File: config.mk
export PLATFORM = sky130hd
export DESIGN_NAME = apb_slave_regfile
export DESIGN_NICKNAME = d
export VERILOG_FILES = /design/src/rtl/apb_slave_regfile.sv
export SDC_FILE = /design/constraint.sdc
export NUM_CORES = 1
export LEC_CHECK = 0
export ABC_CLOCK_PERIOD_IN_PS = 2100
export BUFFER_PORTS_ARGS = -buffer_cell sky130_fd_sc_hd__buf_2
export CORE_MARGIN = 2
export CORE_UTILIZATION = 45
export CTS_CLUSTER_DIAMETER = 50
export DETAILED_ROUTE_END_ITERATION = 8
export GPL_ROUTABILITY_DRIVEN = 0
export HOLD_SLACK_MARGIN = 0.08
export SYNTH_ARGS = -nofsm -noshare
export SYNTH_HDL_FRONTEND = slang
export SYNTH_SLANG_ARGS = --single-unit
File: constraint.sdc
create_clock -name hclk -period 2.1 [get_ports hclk]
set_input_delay 0.105 -clock hclk [delete_from_list [all_inputs] [get_ports hclk]]
set_output_delay 0.105 -clock hclk [all_outputs]
set_load 0.005 [all_outputs]
File: src/rtl/apb_slave_regfile.sv
// ---------------------------------------------------------------------------
// apb_slave_regfile
//
// Zero-wait-state APB completer exposing a 64-byte window of sixteen 32-bit
// registers at BASE. The window holds thirteen general read/write registers,
// a STATUS register, a write counter and a constant ID register. Protocol
// violations set a sticky error bit that software clears by writing 1 to
// STATUS bit 0.
//
// Ports
//   hclk     in   single clock, all state changes on its rising edge
//   hresetn  in   asynchronous active-low reset (release synchronized outside)
//   psel     in   this slave's select line
//   penable  in   APB access-phase strobe
//   pwrite   in   1 = write, 0 = read
//   paddr    in   [31:0] byte address; [31:6] decoded, [5:2] index, [1:0] ignored
//   pwdata   in   [31:0] write data
//   prdata   out  [31:0] registered read data, non-zero only in read access cycles
//   err_irq  out  sticky protocol-error bit
//
// Register map (index = paddr[5:2])
//   0..12  general RW, reset 0
//   13     STATUS: bit0 sticky error (W1C), other bits read 0
//   14     WCOUNT: read-only count of committed writes, wraps at 32 bits
//   15     ID:     read-only, returns ID_VALUE
//
// FSM encoding: SETUP means "a setup phase was seen on the previous edge", so
// the cycle spent in SETUP is the APB access cycle. ACCESS is the cycle after a
// completed access, where a back-to-back setup may already be on the bus.
// ---------------------------------------------------------------------------
module apb_slave_regfile #(
    parameter logic [31:0] BASE     = 32'h8000_0000,
    parameter logic [31:0] ID_VALUE = 32'hA0B0_0001
) (
    input  logic        hclk,
    input  logic        hresetn,
    input  logic        psel,
    input  logic        penable,
    input  logic        pwrite,
    input  logic [31:0] paddr,
    input  logic [31:0] pwdata,
    output logic [31:0] prdata,
    output logic        err_irq
);

    localparam int NUM_GP = 13;

    typedef enum logic [1:0] {
        IDLE   = 2'd0,
        SETUP  = 2'd1,
        ACCESS = 2'd2
    } state_t;

    state_t      state_q, state_d;
    logic [3:0]  idx_q, idx_d;        // index latched at setup
    logic        wr_q, wr_d;          // direction latched at setup
    logic [31:0] regs_q [NUM_GP];
    logic [31:0] regs_d [NUM_GP];
    logic [31:0] wcount_q, wcount_d;
    logic        err_q, err_d;
    logic [31:0] prdata_q, prdata_d;

    logic        hit;
    logic        start_setup;
    logic [3:0]  idx;
    logic        err_set;
    logic        commit;
    logic [31:0] rd_mux;

    assign hit         = psel && (paddr[31:6] == BASE[31:6]);
    assign start_setup = hit && !penable;
    assign idx         = paddr[5:2];

    // Read mux on the live address: data is captured at the edge ending the
    // setup cycle, so a write committed one edge earlier is already visible.
    always_comb begin
        case (idx)
            4'd13:   rd_mux = {31'b0, err_q};
            4'd14:   rd_mux = wcount_q;
            4'd15:   rd_mux = ID_VALUE;
            default: rd_mux = regs_q[idx];
        endcase
    end

    // Next-state and transfer control.
    // NOTE: every variable written here gets a default first, so no path can
    // leave one unassigned and infer a latch.
    always_comb begin
        state_d  = state_q;
        idx_d    = idx_q;
        wr_d     = wr_q;
        err_set  = 1'b0;
        commit   = 1'b0;
        prdata_d = 32'h0;

        case (state_q)
            IDLE: begin
                if (start_setup) begin
                    state_d = SETUP;
                    idx_d   = idx;
                    wr_d    = pwrite;
                    if (!pwrite) prdata_d = rd_mux;
                end else if (hit && penable) begin
                    err_set = 1'b1;            // access without setup
                end
            end

            SETUP: begin
                if (hit && penable) begin
                    state_d = ACCESS;
                    if (idx != idx_q || pwrite != wr_q) begin
                        err_set = 1'b1;        // address/direction changed mid-transfer
                    end else if (pwrite) begin
                        commit = 1'b1;
                    end
                end else begin
                    state_d = IDLE;
                    err_set = 1'b1;            // setup not followed by access
                end
            end

            ACCESS: begin
                if (start_setup) begin
                    state_d = SETUP;           // back-to-back transfer
                    idx_d   = idx;
                    wr_d    = pwrite;
                    if (!pwrite) prdata_d = rd_mux;
                end else begin
                    state_d = IDLE;
                    if (psel && penable) err_set = 1'b1;   // penable held too long
                end
            end

            default: state_d = IDLE;
        endcase
    end

    // Register file, write counter and sticky error.
    always_comb begin
        regs_d   = regs_q;
        wcount_d = wcount_q;
        err_d    = err_q;

        if (commit) begin
            wcount_d = wcount_q + 32'd1;   // counts ignored RO/STATUS writes too
            if (idx_q < 4'(NUM_GP)) begin
                regs_d[idx_q] = pwdata;
            end else if (idx_q == 4'd13 && pwdata[0]) begin
                err_d = 1'b0;
            end
        end

        // A new error outranks a W1C clear landing on the same edge.
        if (err_set) err_d = 1'b1;
    end

    // NOTE: sequential state uses non-blocking assignments so every flop
    // samples the pre-edge value of every other flop.
    // NOTE: the general registers are plain flops, not a RAM macro, so they
    // can and must clear on the asynchronous reset.
    always_ff @(posedge hclk or negedge hresetn) begin
        if (!hresetn) begin
            state_q  <= IDLE;
            idx_q    <= 4'd0;
            wr_q     <= 1'b0;
            wcount_q <= 32'h0;
            err_q    <= 1'b0;
            prdata_q <= 32'h0;
            for (int i = 0; i < NUM_GP; i++) begin
                regs_q[i] <= 32'h0;
            end
        end else begin
            state_q  <= state_d;
            idx_q    <= idx_d;
            wr_q     <= wr_d;
            wcount_q <= wcount_d;
            err_q    <= err_d;
            prdata_q <= prdata_d;
            regs_q   <= regs_d;
        end
    end

    assign prdata  = prdata_q;
    assign err_irq = err_q;

endmodule

* Word-level counts from Yosys, hierarchy flattened
Cells that the tools add are included.
** Word-level totals
- Register bits :: 488
- Input port bits :: 69
- Output and inout bits :: 33
- Logic and storage cells :: 81
** Operators by class
- $add $sub $neg :: 1
- $lt $le $gt $ge :: 4
- Equal/unequal tests :: 11
- Multiplexer cells :: 29
- Bitwise operators :: 2
- Reductions and logical operators :: 15
** Operators with widths (count)
- bitwise mux 416 bit :: 1
- two-way mux 32 bit :: 6
- binary-select mux 32 bit (select 4 bit) :: 1
- demux 32 bit (select 4 bit) :: 1
- case mux 32 bit (3 select lines) :: 1
- adder 32 x 1 -> 32 bit, second input constant :: 1
- equality test 26 bit, second input constant :: 1
- equality test 4 bit, second input constant :: 4
- two-way mux 1 bit :: 15
- >= comparator 5 bit, second input constant :: 2
- inverter 4 -> 5 bit :: 2
- logical AND 1 bit :: 6
- case mux 2 bit (3 select lines) :: 1
- < comparator 5 x 1 -> 1 bit, second input constant :: 1
- < comparator 4 bit, second input constant :: 1
- two-way mux 2 bit :: 2
- inequality test 2 bit, second input constant :: 2
- inequality test 4 bit :: 1
- AND reduction 2 bit :: 2
- nonzero test 2 bit :: 2
- case mux 1 bit (3 select lines) :: 1
- AND reduction 3 bit :: 1
- equality test 2 x 1 -> 1 bit, second input constant :: 1
- equality test 2 bit, second input constant :: 1
- 5 further kinds :: 5

* Logic depth before layout (Yosys ltp)
- Depth in word-level cells :: 8
- Gate-level depth with buffers :: 9
- Gate-level depth less buffers :: 6

* Worst setup path after synthesis
Ideal clock, no wire load.
- Path kind :: register -> register
- Start point :: register state_q[1]
- End point :: register regs_q[161] in the netlist's numbering
- Data arrival time :: 1.906 ns
- Required time :: 1.975 ns
- Path slack :: 0.069 ns
- Cell stages (with the launch flop) :: 9
- Buffers on the path :: 3
- Cell sequence :: dfrtp_1 > and3b_1 > and4_1 > and4_1 > buf_4 > and4_1 > buf_2 > buf_6 > mux2_4
** Between the ends
- Longest elaborated chain between the ends :: 3
** Ends and longest elaborated chain
- start: declaration :: line 54 : state_t state_q, state_d;
- start signal: assignment :: line 173 : state_q <= state_d;
- equality test 2 x 1 -> 1 bit :: line 96 : case (state_q)
- two-way mux 1 bit :: line 96
- AND reduction 2 bit (no source line)
- end signal: assignment :: line 179 : regs_q <= regs_d;
- end: declaration :: line 57 : logic [31:0] regs_q [NUM_GP];
Every way passes these cells.
A chain may end at the register's enable or synchronous reset.

* Worst setup path in the final report
- Start point :: register state_q[1]
- End point :: register regs_q[238] in the netlist's numbering
The elaborated chain is that of the path after synthesis.

==> impl_metrics.json <==
{
  "p_per_area_nw_per_um2": 743.5,
  "vdd_drop_max_v": 0.0005269,
  "min_to": "state_q[1]",
  "power_frac_clock_pct": 49.5,
  "seqPwrFrac_pct": 46.2,
  "cts-root-buf": "clkbuf_16",
  "critPathLaunchType": "flip-flop",
  "switching_share_pct": 22.84,
  "whs_ns": 0.1334,
  "slew_headroom_pct": 58.66,
  "synth.ff_latch_count": 488,
  "use_met3_pct": 3.565,
  "synth_ff_type": "dfrtp_1",
  "drc": 0,
  "start_util_pct": 45.43,
  "crit_arrival_ns": 2.69,
  "io_pins": 102,
  "grt_util_met1_pct": 31.81,
  "finalWorstSetupSlack_ns": -0.09967,
  "cts_tree": "built",
  "htreeDepth": 2,
  "worstHoldPathCells": 6,
  "combPwrFrac_pct": 4.3,
  "placed_area_sq_um": 24120,
  "synthDominantCellAreaShare_pct": 55.03,
  "clock-sinks": 488,
  "finalNetCount": 1765,
  "grt_pass1_vias": 14610,
  "layout_commonest_cell": "dfrtp_1",
  "wl_per_cell_um": 24.16,
  "die_w_um": 226.1,
  "period_share_pct": 104.7,
  "cap_violations": 0,
  "drtIter0Drc": 832,
  "syn-num-nets": 1570,
  "hpwl_um": 33890,
  "ys_types": 41,
  "worstPathMaxFanout": 6,
  "setup_tns_ns": -11.79,
  "ant_nets": 0,
  "hp-start": "paddr[7]",
  "first_pass_iters": 5,
  "async_flop_share_pct": 100.0,
  "hold_viol_final": 0,
  "grt_pass1_wl_um": 87620,
  "core_sq_um": 48850,
  "reg2reg_depth": 9,
  "grt_use_met2_pct": 36.92,
  "worstHoldPathType": "primary input to flip-flop",
  "grt_use_total_pct": 22.79,
  "synth_top_cell_by_area": "dfrtp_1",
  "post-route-cell-area_sq_um": 27380,
  "cts_buffer_depth": 3,
  "worstMarginPinSlew_ns": 0.6201,
  "rows": 81,
  "synth_edf_count": 0,
  "fin_util_pct": 56.04,
  "setup_viol": 315,
  "die_y_um": 226.1,
  "vias_per_cell": 5.673,
  "design.die.area_sq_um": 51110,
  "clkTransAtPathRegs_ns": 0.06,
  "yosys_warnings": 0,
  "final_cell_mix": "dfrtp_1 (488), mux2_2 (314), mux4_2 (96)",
  "r2r-start": "state_q[1]",
  "drive_above_1_share_pct": 48.54,
  "finClkSkew_ns": 0.02074,
  "clk_latency_ns": 0.62,
  "grt_max_degree": 74,
  "r2r_slack_ns": -0.1,
  "crit_required_ns": 2.59,
  "net-switching-power_mw": 4.648,
  "avgSynthCellArea_sq_um": 14.80,
  "internal_power_mw": 15.70,
  "nFillCells": 3938,
  "grt-ovfl-total": 0,
  "synthesis.instances": 1500,
  "antenna_found_initial": 3,
  "synth_area_leaders": "dfrtp_1 (55%), mux2_2 (18%), mux4_2 (9.7%)",
  "final_max_slew_viol_count": 0,
  "cts-buffers-inserted": 57,
  "ys_seq_area_share_pct": 55.03,
  "violations": "setup timing",
  "fmax_mhz": 454.6,
  "synth_area_sq_um": 22190,
  "area_growth_pct": 23.36,
  "num_vias": 13660,
  "p_leak_nw": 13.39,
  "portBuffers": 99,
  "rsz0062_at_grt": "yes",
  "min_period_ns": 2.200,
  "busiest_layer": "met2",
  "status": "finished, violations left",
  "cp-end-kind": "flip-flop",
  "routed_wl_um": 58170,
  "r2r-end": "regs_q[238]",
  "critPathKind": "flip-flop to flip-flop"
}
## cells in the mapped netlist (all sizes together), types with 2 or more instances
library cell  instances
clkbuf               57
xnor2                30
nand3                26
and3                 12
mux2                420
nand4                22
xor2                  6
mux2i                32
nor4                  9
and2                 26
and4                  7
inv                   4
nor2b                 6
dfrtp               488
nor4b                 3
nor3b                 2
o21a                  6
nor3                  7
nand2                39
a21oi                31
a211oi                2
o22ai                 6
o21ai                 5
buf                  72
mux4                 96
nor2                 55
o221ai               25
## how the worst max path moves through the flow
stage | slack (ns) | end | cells after the start | start
floorplan | 0.07 | regs_q[161] | 8 | state_q[1]
global placement | -0.27 | regs_q[316] | 9 | paddr[24]
detailed placement | -0.26 | regs_q[316] | 9 | paddr[24]
CTS | -0.09 | regs_q[254] | 8 | state_q[1]
global route | -0.16 | regs_q[211] | 8 | state_q[1]
finish | -0.1 | regs_q[238] | 9 | state_q[1]
## layout make-up
type / instances / area (sq um) / area share [%]
repair buffers: 265 / 2748 / 10.04
clock buffers: 80 / 1613 / 5.891
well taps: 664 / 830.8 / 3.035
inverters: 4 / 15.01 / 0.05484
multi-input cells: 879 / 9649 / 35.25
diodes: 3 / 7.507 / 0.02742
flip-flops and latches: 488 / 12210 / 44.61
clock inverters: 25 / 301.5 / 1.101
## flip-flops by register name, summed over array words and instances, names as in the netlist
register,count
regs_q,416
prdata,32
wcount_q,32
idx_q,4
state_q,2
err_irq,1
wr_q,1
## stage by stage
step           power (mW)  std cells  setup slack [ns]
2_1_floorplan       9.920       1500           0.06861
3_3_place_gp        10.41       2228           -0.2726
3_5_place_dp        10.41       2228           -0.2617
4_1_cts             20.55       2393          -0.08746
5_1_grt             21.04       2407           -0.1559
6_report            20.35       2408          -0.09967
## layer usage
layer  wire (um)  up-vias
met2       27510      336
met5           0        -
li1            -     5928
met1       26530     7293
met3        2559      104
met4        1564        0
## cell families (layout without fill, tap and decap cells)
logic type	count (synthesis)	in the layout	synth area share [%]
AOI/OAI and AO/OA	76	76	2.272
and+or+nand+nor	218	218	5.345
xor gates and xnor gates	36	36	1.421
other	0	3	0
DFF	488	488	55.03
adders and majority gates	1	1	0.05637
muxes	548	548	33.00
buffers and inverters	133	374	2.875
## worst max-delay path: stages (launching register included)
cell and delay, ns:
dfrtp_1 0.37, and3b_2 0.25, and4_4 0.24, and4_4 0.26, buf_6 0.13, buf_6 0.11, nand3_4 0.10, buf_6 0.19
buf_12 0.15, mux2_2 0.28
## power by group through the flow
stage | clock (mW) | combinational [mW] | sequential [mW]
global route | 10.7 | 0.982 | 9.40
finish | 10.1 | 0.881 | 9.40
CTS | 10.2 | 0.900 | 9.40
floorplan | 0 | 0.342 | 9.58
global placement | 0 | 0.832 | 9.57
detailed placement | 0 | 0.835 | 9.57
## repair_timing
action | 4_1_cts | 5_1_grt
endpoints found under the setup margin | 416 | 400
buffers inserted | 15 | 7
gates cloned | 8 | 10
hold endpoints to repair | 908 | 0
hold buffers | 38 | 0
pin swaps | 5 | 1
gates resized for setup | 58 | 61
No activity file was read; power rests on OpenSTA's default activity.
